===== src/rtl/adder_pipe_seg_if.sv =====
// adder_pipe_seg_if
//   Handshake/bus bundle for adder_pipe_seg.
//   Operand side : a, b, c_up, in_valid -> ; <- in_ready
//                  (sub only when ADDER_PIPE_SUB_EN is defined)
//   Result side  : y, Co, ovf, out_valid -> ; <- out_ready
//   master = producer of operands / consumer of results (bench, upstream)
//   slave  = the adder pipeline itself
interface adder_pipe_seg_if #(
  parameter int WIDTH = 32
) ();
  logic [WIDTH-1:0] a;
  logic [WIDTH-1:0] b;
  logic             c_up;
`ifdef ADDER_PIPE_SUB_EN
  logic             sub;
`endif
  logic             in_valid;
  logic             in_ready;
  logic [WIDTH-1:0] y;
  logic             Co;
  logic             ovf;
  logic             out_valid;
  logic             out_ready;

  modport master (
    output a, b, c_up, in_valid, out_ready,
`ifdef ADDER_PIPE_SUB_EN
    output sub,
`endif
    input  in_ready, y, Co, ovf, out_valid
  );

  modport slave (
    input  a, b, c_up, in_valid, out_ready,
`ifdef ADDER_PIPE_SUB_EN
    input  sub,
`endif
    output in_ready, y, Co, ovf, out_valid
  );
endinterface


===== src/rtl/adder_pipe_seg.sv =====
// adder_pipe_seg
//   Pipelined WIDTH-bit adder split into SEG_W-bit segments, one segment per
//   stage, carry registered between stages. Valid/ready on both sides with a
//   single global stall: every stage advances when !out_valid || out_ready.
//   Latency NSEG edges (counting the accepting edge), throughput 1/cycle.
// Ports
//   clk : rising-edge clock
//   rst : synchronous active-high reset (clears valids and all data regs)
//   io  : adder_pipe_seg_if.slave (a, b, c_up, in_valid/in_ready,
//         y, Co, ovf, out_valid/out_ready, optional sub)
// Options
//   ADDER_PIPE_SUB_EN : adds the sub input; sub=1 computes a + ~b + ~c_up.
module adder_pipe_seg #(
  parameter int WIDTH = 32,
  parameter int SEG_W = 8
) (
  input  logic              clk,
  input  logic              rst,
  adder_pipe_seg_if.slave   io
);
  localparam int NSEG = WIDTH / SEG_W;

  if (SEG_W < 1 || WIDTH < SEG_W || (WIDTH % SEG_W) != 0) begin : g_bad_cfg
    $error("adder_pipe_seg: WIDTH must be a non-zero multiple of SEG_W");
  end

  logic             adv;
  logic [WIDTH-1:0] b_eff;
  logic             cin0;

  // Per-stage state. Each stage keeps the full-width operand copies; the
  // segments below the stage index are dead and drop out in synthesis.
  logic [WIDTH-1:0] res_d [NSEG];
  logic [WIDTH-1:0] res_q [NSEG];
  logic [WIDTH-1:0] a_d   [NSEG];
  logic [WIDTH-1:0] a_q   [NSEG];
  logic [WIDTH-1:0] b_d   [NSEG];
  logic [WIDTH-1:0] b_q   [NSEG];
  logic [NSEG-1:0]  cy_d, cy_q;
  logic [NSEG-1:0]  am_d, am_q;   // a MSB, kept for the overflow flag
  logic [NSEG-1:0]  bm_d, bm_q;   // b_eff MSB, kept for the overflow flag
  logic [NSEG-1:0]  vld_d, vld_q;

  // What each stage consumes: ports for stage 0, previous stage otherwise.
  logic [WIDTH-1:0] src_a   [NSEG];
  logic [WIDTH-1:0] src_b   [NSEG];
  logic [WIDTH-1:0] src_res [NSEG];
  logic [NSEG-1:0]  src_cy, src_am, src_bm, src_vld;

  always_comb begin
`ifdef ADDER_PIPE_SUB_EN
    b_eff = io.sub ? ~io.b : io.b;
    cin0  = io.sub ? ~io.c_up : io.c_up;
`else
    b_eff = io.b;
    cin0  = io.c_up;
`endif
  end

  always_comb begin
    src_a[0]   = io.a;
    src_b[0]   = b_eff;
    src_res[0] = '0;
    src_cy[0]  = cin0;
    src_am[0]  = io.a[WIDTH-1];
    src_bm[0]  = b_eff[WIDTH-1];
    src_vld[0] = io.in_valid;
    for (int i = 1; i < NSEG; i++) begin
      src_a[i]   = a_q[i-1];
      src_b[i]   = b_q[i-1];
      src_res[i] = res_q[i-1];
      src_cy[i]  = cy_q[i-1];
      src_am[i]  = am_q[i-1];
      src_bm[i]  = bm_q[i-1];
      src_vld[i] = vld_q[i-1];
    end
  end

  // Stage i sums segment i and fills in result segment i; lower segments
  // ride along from the previous stage.
  always_comb begin
    for (int i = 0; i < NSEG; i++) begin
      res_d[i] = src_res[i];
      {cy_d[i], res_d[i][i*SEG_W +: SEG_W]} =
          {1'b0, src_a[i][i*SEG_W +: SEG_W]}
        + {1'b0, src_b[i][i*SEG_W +: SEG_W]}
        + (SEG_W+1)'(src_cy[i]);
      a_d[i]   = src_a[i];
      b_d[i]   = src_b[i];
      am_d[i]  = src_am[i];
      bm_d[i]  = src_bm[i];
      vld_d[i] = src_vld[i];
    end
  end

  always_ff @(posedge clk) begin
    if (rst) begin
      for (int i = 0; i < NSEG; i++) begin
        res_q[i] <= '0;
        a_q[i]   <= '0;
        b_q[i]   <= '0;
      end
      cy_q  <= '0;
      am_q  <= '0;
      bm_q  <= '0;
      vld_q <= '0;
    end else if (adv) begin
      for (int i = 0; i < NSEG; i++) begin
        res_q[i] <= res_d[i];
        a_q[i]   <= a_d[i];
        b_q[i]   <= b_d[i];
      end
      cy_q  <= cy_d;
      am_q  <= am_d;
      bm_q  <= bm_d;
      vld_q <= vld_d;
    end
  end

  assign adv          = !vld_q[NSEG-1] || io.out_ready;
  assign io.in_ready  = adv;
  assign io.out_valid = vld_q[NSEG-1];
  assign io.y         = res_q[NSEG-1];
  assign io.Co        = cy_q[NSEG-1];
  // Like-signed operands producing an opposite-signed sum.
  assign io.ovf       = (am_q[NSEG-1] == bm_q[NSEG-1]) &&
                        (res_q[NSEG-1][WIDTH-1] != am_q[NSEG-1]);
endmodule


===== src/flat_wrapper.sv =====
// flat-port wrapper written by rule: the top's interface ports become plain ports
module adder_pipe_seg_flat 
#(
  parameter int WIDTH = 32,
  parameter int SEG_W = 8
)
  (clk, rst, io_a, io_b, io_c_up, io_in_valid, io_out_ready, io_in_ready, io_y, io_Co, io_ovf, io_out_valid);
  adder_pipe_seg_if #(.WIDTH(WIDTH)) io_i ();
  input  logic clk;
  input  logic rst;
  input wire logic [$bits(io_i.a)-1:0] io_a;
  input wire logic [$bits(io_i.b)-1:0] io_b;
  input wire logic [$bits(io_i.c_up)-1:0] io_c_up;
  input wire logic [$bits(io_i.in_valid)-1:0] io_in_valid;
  input wire logic [$bits(io_i.out_ready)-1:0] io_out_ready;
  output wire logic [$bits(io_i.in_ready)-1:0] io_in_ready;
  output wire logic [$bits(io_i.y)-1:0] io_y;
  output wire logic [$bits(io_i.Co)-1:0] io_Co;
  output wire logic [$bits(io_i.ovf)-1:0] io_ovf;
  output wire logic [$bits(io_i.out_valid)-1:0] io_out_valid;
  assign io_i.a = io_a;
  assign io_i.b = io_b;
  assign io_i.c_up = io_c_up;
  assign io_i.in_valid = io_in_valid;
  assign io_i.out_ready = io_out_ready;
  assign io_in_ready = io_i.in_ready;
  assign io_y = io_i.y;
  assign io_Co = io_i.Co;
  assign io_ovf = io_i.ovf;
  assign io_out_valid = io_i.out_valid;
  adder_pipe_seg #(.WIDTH(WIDTH), .SEG_W(SEG_W)) u_core (.clk(clk), .rst(rst), .io(io_i));
endmodule

===== config.mk =====
export PLATFORM = sky130hd
export DESIGN_NAME = adder_pipe_seg_flat
export DESIGN_NICKNAME = d
export VERILOG_FILES = /design/src/rtl/adder_pipe_seg_if.sv /design/src/rtl/adder_pipe_seg.sv /design/src/flat_wrapper.sv
export SDC_FILE = /design/constraint.sdc
export NUM_CORES = 1
export LEC_CHECK = 0
export CAP_MARGIN = 5
export CORE_ASPECT_RATIO = 1.4
export CORE_MARGIN = 2
export CORE_UTILIZATION = 52
export CTS_BUF_LIST = sky130_fd_sc_hd__clkbuf_2
export DETAILED_ROUTE_END_ITERATION = 10
export GPL_TIMING_DRIVEN = 0
export MAX_ROUTING_LAYER = met4
export PLACE_DENSITY = 0.81
export REMOVE_ABC_BUFFERS = 1
export SKIP_CTS_REPAIR_TIMING = 1
export SLEW_MARGIN = 10
export SYNTH_ARGS = -nofsm -noshare
export SYNTH_HDL_FRONTEND = slang
export SYNTH_SLANG_ARGS = --single-unit

===== constraint.sdc =====
create_clock -name clk -period 6.1 [get_ports clk]
set_input_delay 1.22 -clock clk [delete_from_list [all_inputs] [get_ports clk]]
set_output_delay 1.22 -clock clk [all_outputs]
set_load 0.005 [all_outputs]

==> impl_metrics.tcl, run 1 <==
set metrics [dict create \
    drive_above_1_share_pct 6.74 \
    die_area_um2 17300 \
    portBuffers 104 \
    rsz0062_at_grt "no" \
    reg2reg_from "u_core.vld_q[3]" \
    cts_max_path_buffers 2 \
    synth_top_flop_cell "edfxtp_1" \
    path_common_cell "clkdlybuf4s50_1" \
    start_util_pct 52.7 \
    power_density_nw_per_um2 237 \
    clock-sinks 192 \
    crit_path_end "io_in_ready" \
    critical_path_class "primary input to primary output" \
    rr_endpoint "u_core.res_q[3][29]" \
    final_cell_mix "176 x edfxtp_1, 150 x and2_1, 104 x clkdlybuf4s50_1, 33 x nand2_1, 28 x ha_1" \
    drt_iter0_markers 299 \
    netlist.area_leader.share_pct 62.6 \
    gp_congestion 0.912 \
    wl_per_cell_um 15.0 \
    rows 55 \
    clock_latency_ps 720 \
    yosysSeqAreaShare_pct 66.4 \
    endpoint_kind "primary output" \
    grt_pass1_wl_um 22900 \
    min_path_type "flip-flop to flip-flop" \
    avgSynthCellArea_um2 13.5 \
    clock-root-buffer "clkbuf_2" \
    dieHeight_um 155 \
    grt_pass1_vias 4899 \
    path_max_fanout 23 \
    crit_chain "clkdlybuf4s50_1 > nor2b_4 > inv_2 > clkdlybuf4s50_1" \
    synth_edf_count 176 \
    viasPerCell 5.33 \
    yosysTopAreaCell "edfxtp_1" \
    worstPathRequired_ps 4880 \
    vias 5018 \
    relSlewSlack_pct 46.1 \
    skew_ps 48.7 \
    cts_tree "yes" \
    die_w_um 112 \
    cp_slowest_cell "clkdlybuf4s50_1" \
    syn_area_um2 8450 \
    cp-startpoint "io_out_ready" \
    cts_buffers 17 \
    max_stage_delay_ps 550 \
    antenna_found_initial 1 \
    synth_area_leaders "edfxtp_1 63%, and2_1 11%, ha_1 4.1%" \
    cp-start-kind "primary input" \
    reg2reg_depth 4 \
    ys_types 49 \
    synthArstFlopShare_pct 0 \
    clock.fmax_mhz 232 \
    syn_inst 626 \
    final_common_cell "edfxtp_1" \
    synth.ff_latch_count 192 \
    slew_viol_final 0 \
    hpwlAfterDp_um 9640 \
    min_period_ps 4310 \
    ctsHtreeMaxLevel 4 \
    hold_ws_ps 472 \
    maxCapViolCount 0 \
    tightest_slew_ps 808 \
    grt_max_degree 62 \
    global_route.usage.total_pct 17.1 \
    holdCritStartpoint "u_core.bm_q[1]" \
    ys_warn_count 0 \
    fin_nets 834 \
    ir_drop_uv 118 \
    finalWirelength_um 14100 \
    drc_errors 0 \
    grt_overflow 0 \
    tns_ps 0 \
    core_um2 16000 \
    p_leak_nw 4.01 \
    setup_viol 0 \
    crit_arrival_ps 3090 \
    r2r_slack_ps 3510 \
    path_clk_slew_ps 240 \
    final_util_pct 62.4 \
    drtAntennaViolNets 0 \
    hold_viol 0 \
    finalCritPeriodShare_pct 70.7 \
    outcome "finished clean" \
    ioPinCount 105 \
    syn_to_final_growth_pct 18.4 \
    drt_first_pass_iters 10 \
]
logic make-up after synthesis:
group           share of synthesized area, %
compound gates                          6.78
xor+xnor                               0.415
fa+ha+maj                               6.04
buf+inv                                 1.84
flops                                   66.4
simple gates                            18.6
final cells by class:
class	count	area [um^2]
diodes	1	2.50
clock buffers	17	85.1
clock inverters	15	145
fillers	1237	6030
inverters	14	52.6
multi-input cells	395	2700
flip-flops and latches	192	5610
well taps	199	249
repair buffers	109	1160
layer usage:
| layer | GRT usage (%) | vias to the layer above | part of all wire [%] |
|---|---|---|---|
| met3 | 3.21 | 39 | 4.8 |
| met4 | 7.88 | 0 | 2.6 |
| met2 | 29.5 | 185 | 53 |
| met5 | - | - | 0 |
| met1 | 19.4 | 2338 | 40 |
| li1 | - | 2456 | - |
cell usage after synthesis, types with 3 or more instances:
cell / count
edfxtp_1: 176
and2_1: 150
nand2_1: 33
ha_1: 28
a21oi_1: 22
nor2_1: 22
nor3_1: 20
o21ai_0: 19
clkbuf_1: 17
dfxtp_1: 16
inv_1: 13
nand2b_1: 9
fa_1: 8
a211oi_1: 7
buf_2: 7
nand3_1: 7
a21o_1: 6
o2111ai_1: 6
o21a_1: 6
or4_1: 6
nor2b_1: 5
a211o_1: 3
a211oi_2: 3
nor2b_4: 3
nor4b_1: 3
how the worst min path moves through the flow:
stage / slack, ps / to / cells past startpoint
after floorplan: 430 / u_core.am_q[0] / 2
after global placement: 440 / u_core.vld_q[1] / 2
after detailed placement: 440 / u_core.am_q[1] / 2
after CTS: 470 / u_core.am_q[1] / 2
after global routing: 490 / u_core.bm_q[2] / 2
final: 470 / u_core.bm_q[1] / 2
power by group:
group          total, W  switching (W)  internal (W)  leakage, nW
logic          0.000244       0.000109      0.000136         1.65
registers       0.00154      0.0000221       0.00152         2.22
clock network  0.000590       0.000459      0.000131        0.147
sequential cells by signal (all words and copies together), names as in the netlist:
| register | count |
|---|---|
| u_core.b_q | 48 |
| u_core.res_q | 80 |
| u_core.am_q | 4 |
| u_core.vld_q | 4 |
| u_core.a_q | 48 |
| u_core.cy_q | 4 |
| u_core.bm_q | 4 |
stage by stage:
step / cells / setup slack, ps / cell area (um^2) / power, W
after floorplan: 601 / 82.7 / 8350 / 0.00169
after global placement: 904 / -2370 / 9640 / 0.00179
after detailed placement: 909 / 1770 / 9770 / 0.00181
after CTS: 941 / 1760 / 10000 / 0.00239
after global routing: 942 / 1660 / 10000 / 0.00247
final: 942 / 1790 / 10000 / 0.00237
worst max-delay path, delay by kind of cell:
family,cells,cell delay (ps)
buffers and inverters,3,1310
and+or+nand+nor,1,540
Power figures use the tool's default switching activity.
==> run 2: changes to the inputs <==
--- a/config.mk
+++ b/config.mk
@@ -8,12 +8,12 @@
 export CAP_MARGIN = 5
 export CORE_ASPECT_RATIO = 1.4
 export CORE_MARGIN = 2
-export CORE_UTILIZATION = 52
+export CORE_UTILIZATION = 58
 export CTS_BUF_LIST = sky130_fd_sc_hd__clkbuf_2
 export DETAILED_ROUTE_END_ITERATION = 10
 export GPL_TIMING_DRIVEN = 0
 export MAX_ROUTING_LAYER = met4
-export PLACE_DENSITY = 0.81
+export PLACE_DENSITY = 0.86
 export REMOVE_ABC_BUFFERS = 1
 export SKIP_CTS_REPAIR_TIMING = 1
 export SLEW_MARGIN = 10
==> constraint.sdc (replaced) <==
create_clock -name clk -period 4 [get_ports clk]
set_input_delay 0.8 -clock clk [delete_from_list [all_inputs] [get_ports clk]]
set_output_delay 0.8 -clock clk [all_outputs]
set_load 0.005 [all_outputs]
==> run 2 against run 1 <==
Compared with the run above:
- the run now ends with design-rule violations left
- wire length fell by 0.11%
- sequential power rose by 53%
- critical path type unchanged
- sequential cell count did not move
- clock power rose by 59%
- combinational power rose by 54%
- sequential share of layout area fell by 0.14 points
- critical path depth did not move
==> impl_metrics.tcl, run 2 (synthesis results as in run 1) <==
set metrics [dict create \
    reg2reg_depth 4 \
    final_common_cell "edfxtp_1" \
    ioPinCount 105 \
    crit_chain "clkdlybuf4s50_1 > nor2b_4 > inv_2 > clkdlybuf4s50_1" \
    finalCritPeriodShare_pct 85.4 \
    hold_viol 0 \
    drt_first_pass_iters 8 \
    outcome "complete, but fails checks" \
    die_w_um 106 \
    largest_reg_flops 80 \
    slew_viol_final 0 \
    drc_errors 2 \
    critical_path_class "primary input to primary output" \
    crit_arrival_ps 2620 \
    ir_drop_uv 199 \
    cts_max_path_buffers 2 \
    grt_pass1_wl_um 22700 \
    endpoint_kind "primary output" \
    gp_congestion 0.786 \
    grt_pass1_vias 4908 \
    dieHeight_um 147 \
    cp-startpoint "io_out_ready" \
    rr_endpoint "u_core.b_q[0][63]" \
    global_route.usage.total_pct 19.1 \
    cts_buffers 17 \
    viasPerCell 5.50 \
    finalWirelength_um 14100 \
    vias 5126 \
    dp_slack_ps 328 \
    failed_checks "design-rule violations" \
    maxCapViolCount 0 \
    cp-start-kind "primary input" \
    fin_nets 834 \
    crit_path_end "io_in_ready" \
    antenna_found_initial 1 \
    path_common_cell "clkdlybuf4s50_1" \
    min_path_type "flip-flop to flip-flop" \
    final_cell_mix "176 x edfxtp_1, 150 x and2_1, 104 x clkdlybuf4s50_1, 33 x nand2_1, 28 x ha_1" \
    worstPathRequired_ps 3200 \
    hpwlAfterDp_um 9440 \
    grt_overflow 0 \
    path_max_fanout 23 \
    min_period_ps 3420 \
    rsz0062_at_grt "no" \
    setup_viol 0 \
    r2r_slack_ps 1520 \
    rows 52 \
    drt_iter0_markers 339 \
    p_total_w 0.00366 \
    tightest_slew_ps 790 \
    syn_to_final_growth_pct 18.7 \
    clock.fmax_mhz 293 \
    die_area_um2 15600 \
    top_register "u_core.res_q" \
    reg.largest.list "u_core.res_q x80, u_core.a_q x48, u_core.b_q x48" \
    skew_ps 39.0 \
    reg2reg_from "u_core.vld_q[3]" \
    drive_above_1_share_pct 6.74 \
    max_stage_delay_ps 530 \
    ctsHtreeMaxLevel 4 \
    p_leak_nw 4.02 \
    grt_max_degree 62 \
    clock-sinks 192 \
    cts_tree "yes" \
    final.setup.worst_slack_ps 584 \
    power_density_nw_per_um2 365 \
    path_clk_slew_ps 260 \
    portBuffers 104 \
    core_um2 14400 \
    relSlewSlack_pct 47.2 \
    hold_ws_ps 471 \
    tns_ps 0 \
    clock_latency_ps 760 \
    clock-root-buffer "clkbuf_2" \
    drtAntennaViolNets 0 \
    start_util_pct 58.8 \
    wl_per_cell_um 15.1 \
    cp_slowest_cell "clkdlybuf4s50_1" \
]
run 2: changes by cell type in the layout (fill, tap and decap cells not counted):
cell      before  now
clkinv_8       2    5
inv_8          4    1
buf_12         2    0
buf_16         3    5
clkinv_2       3    1
inv_6          4    6
run 2: worst min-delay path by stage:
stage	start	to	slack, ps	depth (start not counted)
final	u_core.vld_q[0]	u_core.vld_q[0]	470	2
after global routing	u_core.bm_q[2]	u_core.bm_q[3]	480	2
after global placement	u_core.vld_q[2]	u_core.vld_q[2]	440	2
after floorplan	u_core.am_q[0]	u_core.am_q[0]	430	2
after CTS	u_core.vld_q[0]	u_core.vld_q[0]	470	2
after detailed placement	u_core.vld_q[0]	u_core.vld_q[0]	440	2
run 2: area by class of cell:
class / instances / area [um^2]
Antenna cell: 1 / 2.50
Clock buffer: 17 / 85.1
Clock inverter: 15 / 168
Fill cell: 977 / 4350
Inverter: 14 / 52.6
Multi-Input combinational cell: 395 / 2700
Sequential cell: 192 / 5610
Tap cell: 189 / 236
Timing Repair Buffer: 109 / 1180
run 2: critical path, delay by kind of cell:
family	cells	cell delay (ps)
and+or+nand+nor	1	520
buffers and inverters	3	1280
run 2: power breakdown:
group	leakage, nW	internal (W)	switching (W)
logic	1.65	0.000209	0.000167
registers	2.22	0.00231	0.0000348
clock network	0.150	0.000210	0.000729
run 2: per-layer routing:
layer | routed length, um | vias to the layer above | track usage (%)
met5 | 0 | - | -
met4 | 346 | 0 | 6.71
met3 | 723 | 42 | 5.01
met2 | 7520 | 201 | 32.5
met1 | 5490 | 2420 | 21.9
li1 | - | 2463 | -
run 2: through the flow:
| step | area [um^2] | utilization (%) | cells |
|---|---|---|---|
| after floorplan | 8350 | - | 601 |
| after global placement | 9620 | 66.9 | 894 |
| after global routing | 10000 | 69.8 | 932 |
| after detailed placement | 9780 | 68.0 | 899 |
| final | 10000 | 69.8 | 932 |
| after CTS | 10000 | 69.7 | 931 |
==> run 3: changes to the inputs <==
--- a/config.mk
+++ b/config.mk
@@ -7,7 +7,7 @@
 export LEC_CHECK = 0
 export CAP_MARGIN = 5
 export CORE_ASPECT_RATIO = 1.4
-export CORE_MARGIN = 2
+export CORE_MARGIN = 3
 export CORE_UTILIZATION = 58
 export CTS_BUF_LIST = sky130_fd_sc_hd__clkbuf_2
 export DETAILED_ROUTE_END_ITERATION = 10
==> run 3 against run 2 <==
Compared with the run above:
- the run now ends clean
- die area is 3.3% higher
- first-iteration DRC count decreased by 2.7%
- combinational power about the same
- register-to-register slack got worse by 20 ps
==> impl_metrics.tcl, run 3 (synthesis results as in run 1) <==
set metrics [dict create \
    outcome "finished clean" \
    cts_tree "yes" \
    reg.largest.list "u_core.res_q x80, u_core.a_q x48, u_core.b_q x48" \
    finalCritPeriodShare_pct 86.0 \
    slew_viol_final 0 \
    drt_first_pass_iters 7 \
    final_util_pct 71.2 \
    tightest_slew_ps 829 \
    dieHeight_um 149 \
    power_density_nw_per_um2 374 \
    final_common_cell "edfxtp_1" \
    path_clk_slew_ps 300 \
    hold_viol 0 \
    largest_reg_flops 80 \
    drtAntennaViolNets 0 \
    cts_max_path_buffers 2 \
    worstPathRequired_ps 3200 \
    grt_overflow 0 \
    global_route.usage.total_pct 19.4 \
    cp-start-kind "primary input" \
    ir_drop_uv 203 \
    drc_errors 0 \
    wl_per_cell_um 15.6 \
    clock_latency_ps 720 \
    fillers 928 \
    p_leak_nw 4.03 \
    viasPerCell 5.54 \
    cts_buffers 17 \
    critical_path_class "primary input to primary output" \
    tns_ps 0 \
    clock-root-buffer "clkbuf_2" \
    endpoint_kind "primary output" \
    rsz0062_at_grt "no" \
    grt_pass1_vias 5200 \
    setup_viol 0 \
    hpwlAfterDp_um 9840 \
    clock.fmax_mhz 291 \
    final_cell_mix "176 x edfxtp_1, 150 x and2_1, 104 x clkdlybuf4s50_1, 33 x nand2_1, 28 x ha_1" \
    path_max_fanout 23 \
    antenna_found_initial 1 \
    top_register "u_core.res_q" \
    portBuffers 104 \
    die_w_um 108 \
    skew_ps 37.7 \
    final.setup.worst_slack_ps 560 \
    start_util_pct 59.9 \
    dp_slack_ps 276 \
    maxCapViolCount 0 \
    relSlewSlack_pct 44.7 \
    die_area_um2 16100 \
    min_period_ps 3440 \
    grt_pass1_wl_um 23800 \
    crit_arrival_ps 2640 \
    syn_to_final_growth_pct 18.9 \
    rows 51 \
    ctsHtreeMaxLevel 4 \
    min_path_type "flip-flop to flip-flop" \
    drt_iter0_markers 330 \
    drive_above_1_share_pct 6.74 \
    clock-sinks 192 \
    fin_nets 834 \
    finalWirelength_um 14500 \
    grt_max_degree 68 \
    gp_congestion 0.856 \
    vias 5140 \
    core_um2 14100 \
    ioPinCount 105 \
]
==> run 3: cell count changes in the layout (fill, tap and decap cells not counted) <==
cell	before	now
buf_16	5	4
inv_8	1	4
clkinv_8	5	2
clkinv_4	2	1
inv_6	6	4
buf_12	0	1
bufinv_16	0	2
clkinvlp_4	0	1
==> run 3: final timing paths <==
path                         end       startpoint  depth (start not counted)  slack (ps)
max                  io_in_ready     io_out_ready                          4         560
max reg2reg  u_core.res_q[3][24]  u_core.vld_q[3]                          4        1500
min              u_core.vld_q[1]  u_core.vld_q[0]                          2         470
min reg2reg      u_core.vld_q[1]  u_core.vld_q[0]                          2         470
==> run 3: per-layer routing <==
layer	routed length [um]	up-vias	track usage (%)
met5	0	-	-
met4	397	0	8.78
met3	737	53	3.85
met2	7660	200	32.6
met1	5660	2426	22.4
li1	-	2461	-
==> run 3: through the flow <==
step	instance area [um^2]	power [W]	std cells	hold slack, ps
3_3_place_gp	9620	0.00273	890	438
3_5_place_dp	9760	0.00277	895	448
6_report	10000	0.00375	928	470
2_1_floorplan	8350	0.00258	601	426
5_1_grt	10000	0.00391	928	460
4_1_cts	10000	0.00378	927	463
==> run 3: power by group <==
| part | switching [W] | internal [W] |
|---|---|---|
| combinational | 0.000168 | 0.000208 |
| clock | 0.000705 | 0.000324 |
| sequential | 0.0000338 | 0.00231 |
| total | 0.000907 | 0.00285 |
==> run 3: area by class of cell <==
cell class | count | area, um^2 | area share, %
Clock buffer | 17 | 85.1 | 0.847
Sequential cell | 192 | 5610 | 55.8
Tap cell | 185 | 231 | 2.30
Antenna cell | 1 | 2.50 | 0.0249
Timing Repair Buffer | 109 | 1170 | 11.7
Clock inverter | 15 | 194 | 1.93
Multi-Input combinational cell | 395 | 2700 | 26.9
Inverter | 14 | 52.6 | 0.523
==> run 3: critical path, stage by stage <==
cell and delay (ps):
clkdlybuf4s50_1 440, nor2b_4 520, inv_2 330, clkdlybuf4s50_1 540
